--- config.mk ---
export PLATFORM = sky130hd
export DESIGN_NAME = mult_div_unit
export DESIGN_NICKNAME = d
export VERILOG_FILES = /design/src/rtl/mips_pkg.sv /design/src/rtl/md_iter_step.sv /design/src/rtl/mult_div_unit.sv
export SDC_FILE = /design/constraint.sdc
export NUM_CORES = 1
export LEC_CHECK = 0
export CAP_MARGIN = 20
export CORE_ASPECT_RATIO = 0.6
export CORE_MARGIN = 2
export CORE_UTILIZATION = 45
export DETAILED_ROUTE_END_ITERATION = 12
export GPL_ROUTABILITY_DRIVEN = 0
export GPL_TIMING_DRIVEN = 0
export PLACE_DENSITY = 0.67
export SYNTH_ARGS = -nofsm -noshare
export SYNTH_HDL_FRONTEND = slang
export SYNTH_SLANG_ARGS = --single-unit
--- constraint.sdc ---
create_clock -name Clk -period 7.57 [get_ports Clk]
set_input_delay 1.514 -clock Clk [delete_from_list [all_inputs] [get_ports Clk]]
set_output_delay 1.514 -clock Clk [all_outputs]
set_load 0.05 [all_outputs]
--- src/rtl/mips_pkg.sv ---
// Shared encodings and constants for the HI/LO multiply/divide unit.
package mips_pkg;

  localparam int unsigned MD_WIDTH = 32;
  localparam int unsigned MD_ITER  = 32;

  typedef enum logic [1:0] {
    OP_MULTU = 2'b00,
    OP_MULT  = 2'b01,
    OP_DIVU  = 2'b10,
    OP_DIV   = 2'b11
  } md_op_t;

  typedef enum logic [1:0] {
    ST_IDLE = 2'b00,
    ST_CALC = 2'b01,
    ST_FIX  = 2'b10
  } md_state_t;

  // Two's-complement negate when neg is set, pass-through otherwise.
  function automatic logic [MD_WIDTH-1:0] cond_neg(input logic [MD_WIDTH-1:0] v,
                                                   input logic neg);
    return neg ? (~v + 1'b1) : v;
  endfunction

endpackage

--- src/rtl/md_iter_step.sv ---
// One iteration of the multiply/divide datapath on the 64-bit work register.
// Multiply: work = {acc, multiplier}; add operand when multiplier LSB is set, shift right.
// Divide:   work = {rem, quotient};   restoring trial subtract, shift left a quotient bit in.
module md_iter_step
  import mips_pkg::*;
#(
  parameter int WIDTH = 32
) (
  input  logic               is_div,
  input  logic [2*WIDTH-1:0] work_in,
  input  logic [WIDTH-1:0]   operand,
  output logic [2*WIDTH-1:0] work_out
);

  logic [WIDTH:0] sum;
  logic [WIDTH:0] shifted;
  logic [WIDTH:0] diff;

  // Single-cycle add/shift or trial-subtract/shift.
  always_comb begin
    sum      = '0;
    shifted  = '0;
    diff     = '0;
    work_out = work_in;
    if (is_div) begin
      shifted = work_in[2*WIDTH-1:WIDTH-1];
      diff    = shifted - {1'b0, operand};
      if (!diff[WIDTH]) begin
        work_out = {diff[WIDTH-1:0], work_in[WIDTH-2:0], 1'b1};
      end else begin
        work_out = {shifted[WIDTH-1:0], work_in[WIDTH-2:0], 1'b0};
      end
    end else begin
      sum      = {1'b0, work_in[2*WIDTH-1:WIDTH]} +
                 (work_in[0] ? {1'b0, operand} : {(WIDTH+1){1'b0}});
      work_out = {sum, work_in[WIDTH-1:1]};
    end
  end

endmodule

--- src/rtl/mult_div_unit.sv ---
// Iterative 32-bit multiply/divide unit owning the architectural HI/LO registers.
module mult_div_unit
  import mips_pkg::*;
#(
  parameter int WIDTH = 32
) (
  input  logic             Clk,
  input  logic             Reset,
  input  logic             Start,
  input  logic [1:0]       Op,
  input  logic [WIDTH-1:0] OpA,
  input  logic [WIDTH-1:0] OpB,
  input  logic             HiWe,
  input  logic             LoWe,
  input  logic [WIDTH-1:0] WrData,
  output logic             Busy,
  output logic             Done,
  output logic [WIDTH-1:0] Hi,
  output logic [WIDTH-1:0] Lo
);

  localparam int CW = $clog2(MD_ITER);

  md_state_t          state, state_next;
  logic [CW-1:0]      cnt;
  logic [2*WIDTH-1:0] work, work_step;
  logic [WIDTH-1:0]   operand;
  logic               op_div, neg_main, neg_rem, div_zero;
  logic               done_q;
  logic [WIDTH-1:0]   hi_q, lo_q;

  md_op_t             op_in;
  logic               in_signed, in_div;
  logic [WIDTH-1:0]   abs_a, abs_b;
  logic [2*WIDTH-1:0] prod_fix;
  logic [WIDTH-1:0]   quo_fix, rem_fix;

  assign op_in     = md_op_t'(Op);
  assign in_signed = (op_in == OP_MULT) || (op_in == OP_DIV);
  assign in_div    = (op_in == OP_DIVU) || (op_in == OP_DIV);
  assign abs_a     = cond_neg(OpA, in_signed && OpA[WIDTH-1]);
  assign abs_b     = cond_neg(OpB, in_signed && OpB[WIDTH-1]);

  md_iter_step #(.WIDTH(WIDTH)) u_step (
    .is_div   (op_div),
    .work_in  (work),
    .operand  (operand),
    .work_out (work_step)
  );

  // Sign restoration of the finished magnitude result; divide-by-zero forces an all-ones quotient.
  always_comb begin
    prod_fix = neg_main ? (~work + 1'b1) : work;
    quo_fix  = div_zero ? '1 : cond_neg(work[WIDTH-1:0], neg_main);
    rem_fix  = cond_neg(work[2*WIDTH-1:WIDTH], neg_rem);
  end

  // State register.
  always_ff @(posedge Clk) begin
    if (Reset) state <= ST_IDLE;
    else       state <= state_next;
  end

  // Next-state logic: IDLE -> CALC on Start, 32 iterations, one FIX cycle.
  always_comb begin
    state_next = state;
    case (state)
      ST_IDLE: if (Start) state_next = ST_CALC;
      ST_CALC: if (cnt == CW'(MD_ITER - 1)) state_next = ST_FIX;
      ST_FIX:  state_next = ST_IDLE;
      default: state_next = ST_IDLE;
    endcase
  end

  // Operand capture, iteration, HI/LO writes and the Done pulse.
  always_ff @(posedge Clk) begin
    if (Reset) begin
      cnt      <= '0;
      work     <= '0;
      operand  <= '0;
      op_div   <= 1'b0;
      neg_main <= 1'b0;
      neg_rem  <= 1'b0;
      div_zero <= 1'b0;
      done_q   <= 1'b0;
      hi_q     <= '0;
      lo_q     <= '0;
    end else begin
      done_q <= 1'b0;
      case (state)
        ST_IDLE: begin
          if (HiWe) hi_q <= WrData;
          if (LoWe) lo_q <= WrData;
          if (Start) begin
            work     <= {{WIDTH{1'b0}}, abs_a};
            operand  <= abs_b;
            op_div   <= in_div;
            neg_main <= in_signed && (OpA[WIDTH-1] ^ OpB[WIDTH-1]);
            neg_rem  <= in_signed && OpA[WIDTH-1];
            div_zero <= in_div && (OpB == '0);
            cnt      <= '0;
          end
        end
        ST_CALC: begin
          work <= work_step;
          cnt  <= cnt + 1'b1;
        end
        ST_FIX: begin
          if (op_div) begin
            hi_q <= rem_fix;
            lo_q <= quo_fix;
          end else begin
            hi_q <= prod_fix[2*WIDTH-1:WIDTH];
            lo_q <= prod_fix[WIDTH-1:0];
          end
          done_q <= 1'b1;
        end
        default: ;
      endcase
    end
  end

  assign Busy = (state != ST_IDLE);
  assign Done = done_q;
  assign Hi   = hi_q;
  assign Lo   = lo_q;

endmodule

==> summary.md <==
| Metric | Value |
|---|---|
| Status | finished clean |
| Leak pwr | ~0.0061 uW |
| Clock root cell | clkbuf_16 |
| Layout area overhead | 20.6% |
| Syn_area_per_cell | approximately 7.6 um2 |
| Via count | 15100 |
| Synth Cell Area | roughly 0.014 mm2 |
| Buffers added on ports | 168 |
| Max IR drop VDD | ~0.18 mV |
| Post-synth EDFFs | 0 |
| Largest family of logic cells by synthesized area | compound AO/OA/AOI/OAI gates |
| Routed length per instance | roughly 22 um |
| End of the critical path | work[59] |
| Simple-gate area share of the yosys netlist | 0.193 |
| Clock Path Buffers | 2 |
| Worst setup SP type | flop |
| Max_slew headroom | 0.258 |
| DR DRC count | 0 |
| Initial antenna violation count | 1 |
| Cell Chain, Critical Path | inv_1 -> buf_1 -> nor2_1 -> ha_1 -> a21o_1 -> a211o_1 -> o21ai_0 -> o21ai_0 -> a221o_1 -> a211oi_1 -> o21ai_0 -> xnor2_1 -> a211o_1 -> a31oi_1 |
| Syn_nets | between 1500 and 2000 |
| Crit path kind | reg -> reg |
| Post-CTS resize count | 0 |
| Number of buffers created by CTS | 17 |
| HPWL after DPL | between 40 and 50 mm |
| I/O Pins | around 170 |
| Gr usage total | 0.325 |
| Postcts setup bufs | 0 |
| Sequential group share of total power | 0.343 |
| FMAX | roughly 0.21 GHz |
| Design Power | a little over 3000 uW |
| Pwr dens | around 180 mW/mm2 |
| First-pass GRT wire length | between 80 and 90 mm |
| Max H-tree Level | 4 |
| # nets final | around 2200 |
| CORE AREA | around 0.03 mm2 |
| Worst EP required | ~8.0 ns |
| CTS Sinks | ~170 |
| Gr ovfl total | 0 |
| Reg2reg end | work[59] |
| Worst-case reg-to-reg path depth | 14 |
| # fillers | 2921 |
| Synth async-reset ratio | 0 |
| Fin Setup TNS | 0 ns |
| Mux cell area share after synthesis | 0.0392 |
| YS warnings | 0 |
| # rows | 49 |
| Placed instance area | about 0.016 mm2 |
| Die Y | between 100 and 150 um |
| HP Class | reg -> reg |
| Multi-input logic area | about 0.0095 mm2 |
| Pin count of the biggest net entering global routing | 20 |
| Routed Wire Length | about 53 mm |
| Post-layout minimum cycle time | just under 5 ns |
| Fin Clk Skew | 0.0141 ns |
| Number of synthesized register bits | about 170 |
| Critical path fanouts, max | 10 |
| Most frequent CP cell | o21ai_0 |
| Vias per inst | a little over 6 |
| Starting density of the core | 0.457 |
| Switching Share | 0.396 |
| Max stage delay on crit path | 0.64 ns |
| Max-cap check violation count | 0 |
| Worst EP arrival | around 5.2 ns |
| Hold Fails Final Rpt | 0 |
| ANT nets after route | 0 |
| Adder-Cell Fraction of Synth Area | 0.0670 |
| Switching pwr | ~1200 uW |
| Synth Area in XOR/XNOR | 0.107 |
| Main flop type after synthesis | dfxtp_1 |
| Register Area | between 0.003 and 0.004 mm2 |
| Slowest-stage cell, CP | dfxtp_1 |
| Worst r2r src | work[0] |
| Share of cells above drive strength 1 | 0.0403 |
| CTS Hold Bufs | 0 |
| DRT iter0 DRCs | about 2100 |
| Gate power share | 0.343 |
| Vias in the first global route | roughly 14000 |
| Die W | roughly 230 um |
| CP Launch Point | work[0] |
| Max Slew Vio Count | 0 |
| Worst-path clk slew | roughly 0.08 ns |
| Reg2reg setup slack | between 2 and 3 ns |
| Unrepaired setup endpoints after global routing | false |
| Leading cell type in the layout, fill and taps excluded | nor2_1 |
| Post-synthesis sequential area ratio | 0.252 |
| Clock latency at the later pin of the worst-skew pair | about 0.47 ns |
| Worst setup EP type | flop |
| Clock network power share | 0.314 |
| First-pass iteration count of the detailed router | 6 |
| Int Pwr | about 1800 uW |
| Number of endpoints failing setup at the final stage | 0 |
| Worst-Margin Slew | around 1.1 ns |
| Distinct cells, synth | 77 |
| Fin crit share | 0.636 |
| Compound-Gate Fraction of Synth Area | 0.289 |
| Syn Inst Count | roughly 1800 |
| Die ar. | between 0.03 and 0.04 mm2 |
| Design area | roughly 0.016 mm2 |
| CTS tree | yes |
| Commonest cells after routing, fill and taps aside | 201 x nor2_1, 175 x a21oi_1, 172 x dfxtp_1, 168 x clkdlybuf4s50_1, 161 x nand2_1 |
final cells by class:
type                            instances  share of cell area
Timing Repair Buffer                  169               0.102
Multi-Input combinational cell       1462               0.576
Inverter                               60              0.0137
Clock inverter                         15              0.0115
Buffer                                117              0.0302
Antenna cell                            2            0.000303
Tap cell                              408              0.0310
Clock buffer                           17              0.0258
Sequential cell                       172               0.209
power groups by stage:
stage	logic, uW	clock network, uW	registers [uW]
after CTS	1010	943	1040
final	1040	951	1040
after floorplan	587	0	1110
after global placement	989	0	1050
after global routing	1100	985	1040
after detailed placement	1000	0	1060
critical path: cells and delay by family, from the launching register on:
kind                     cells  cell delay (ns)
buffers and inverters        2             0.69
AND/OR/NAND/NOR              1             0.15
AO/OA/AOI/OAI                9             2.76
flip-flops                   1             0.64
XOR/XNOR                     1             0.19
adder cells (fa/ha/maj)      1             0.30
synthesized netlist by cell type, types with 9 or more instances:
master     number  share of area
a22oi_1        13         0.0071
inv_1          60          0.016
xor2_1         69          0.044
xnor2_1        98          0.063
o221ai_1       27          0.017
o31ai_1        21          0.012
o21ai_0       130          0.048
nor3_1         35          0.013
nand2_1       161          0.044
a21oi_1       175          0.064
mux2i_1        49          0.036
nor2_1        201          0.055
a311oi_1       14         0.0090
dfxtp_1       172           0.25
a31oi_1        11         0.0050
and2_1         11         0.0050
nor2b_1        16         0.0073
o21a_1         12         0.0066
nor4_1         17         0.0078
a211oi_1       80          0.044
or3_1          22          0.010
ha_1           70          0.064
nand2b_1       19         0.0087
a2111oi_0      12         0.0077
o41ai_1        14         0.0090
or4_1           9         0.0049
a21o_1         25          0.014
nand3_1        25         0.0092
clkbuf_1       95          0.026
cell families after synthesis:
logic type | after synthesis
multiplexers | 53
XOR/XNOR | 167
adder cells (fa/ha/maj) | 72
AO/OA/AOI/OAI | 607
buffers and inverters | 177
AND/OR/NAND/NOR | 563
flip-flops | 172
how the worst min path moves through the flow:
| stage | startpoint | to | slack, ns | cells after the start |
|---|---|---|---|---|
| 2_1_floorplan | cnt[3] | cnt[3] | 0.43 | 1 |
| 3_3_place_gp | Lo[14] | Lo[14] | 0.44 | 2 |
| 3_5_place_dp | Lo[10] | Lo[10] | 0.45 | 2 |
| 4_1_cts | Lo[16] | Lo[16] | 0.46 | 2 |
| 5_1_grt | Lo[6] | Lo[6] | 0.47 | 2 |
| 6_report | Lo[0] | Lo[0] | 0.46 | 2 |
registers in the layout, summed over array words and instances, names as in the netlist, 2 cells and up:
name / count
Hi: 32
Lo: 32
cnt: 5
operand: 32
state: 2
work: 64
layer usage:
metal  up-vias  share of wire  wire length, um  GRT usage
met3        74           0.14             7600      0.133
li1       6995              -                -          -
met2       870           0.38            20100      0.424
met5         -              0                0          0
met4         0          0.016              829     0.0656
met1      7132           0.47            24800      0.487
metrics by stage:
stage | std cells | utilization | worst slack [ns] | hold slack (ns)
floorplan | 1811 | - | 3.37 | 0.429
global placement | 2387 | 0.530 | 2.44 | 0.444
global route | 2420 | 0.551 | 2.59 | 0.473
finish | 2422 | 0.551 | 2.76 | 0.459
detailed placement | 2387 | 0.530 | 2.38 | 0.447
CTS | 2419 | 0.551 | 2.83 | 0.456
Power figures use the tool's default switching activity.
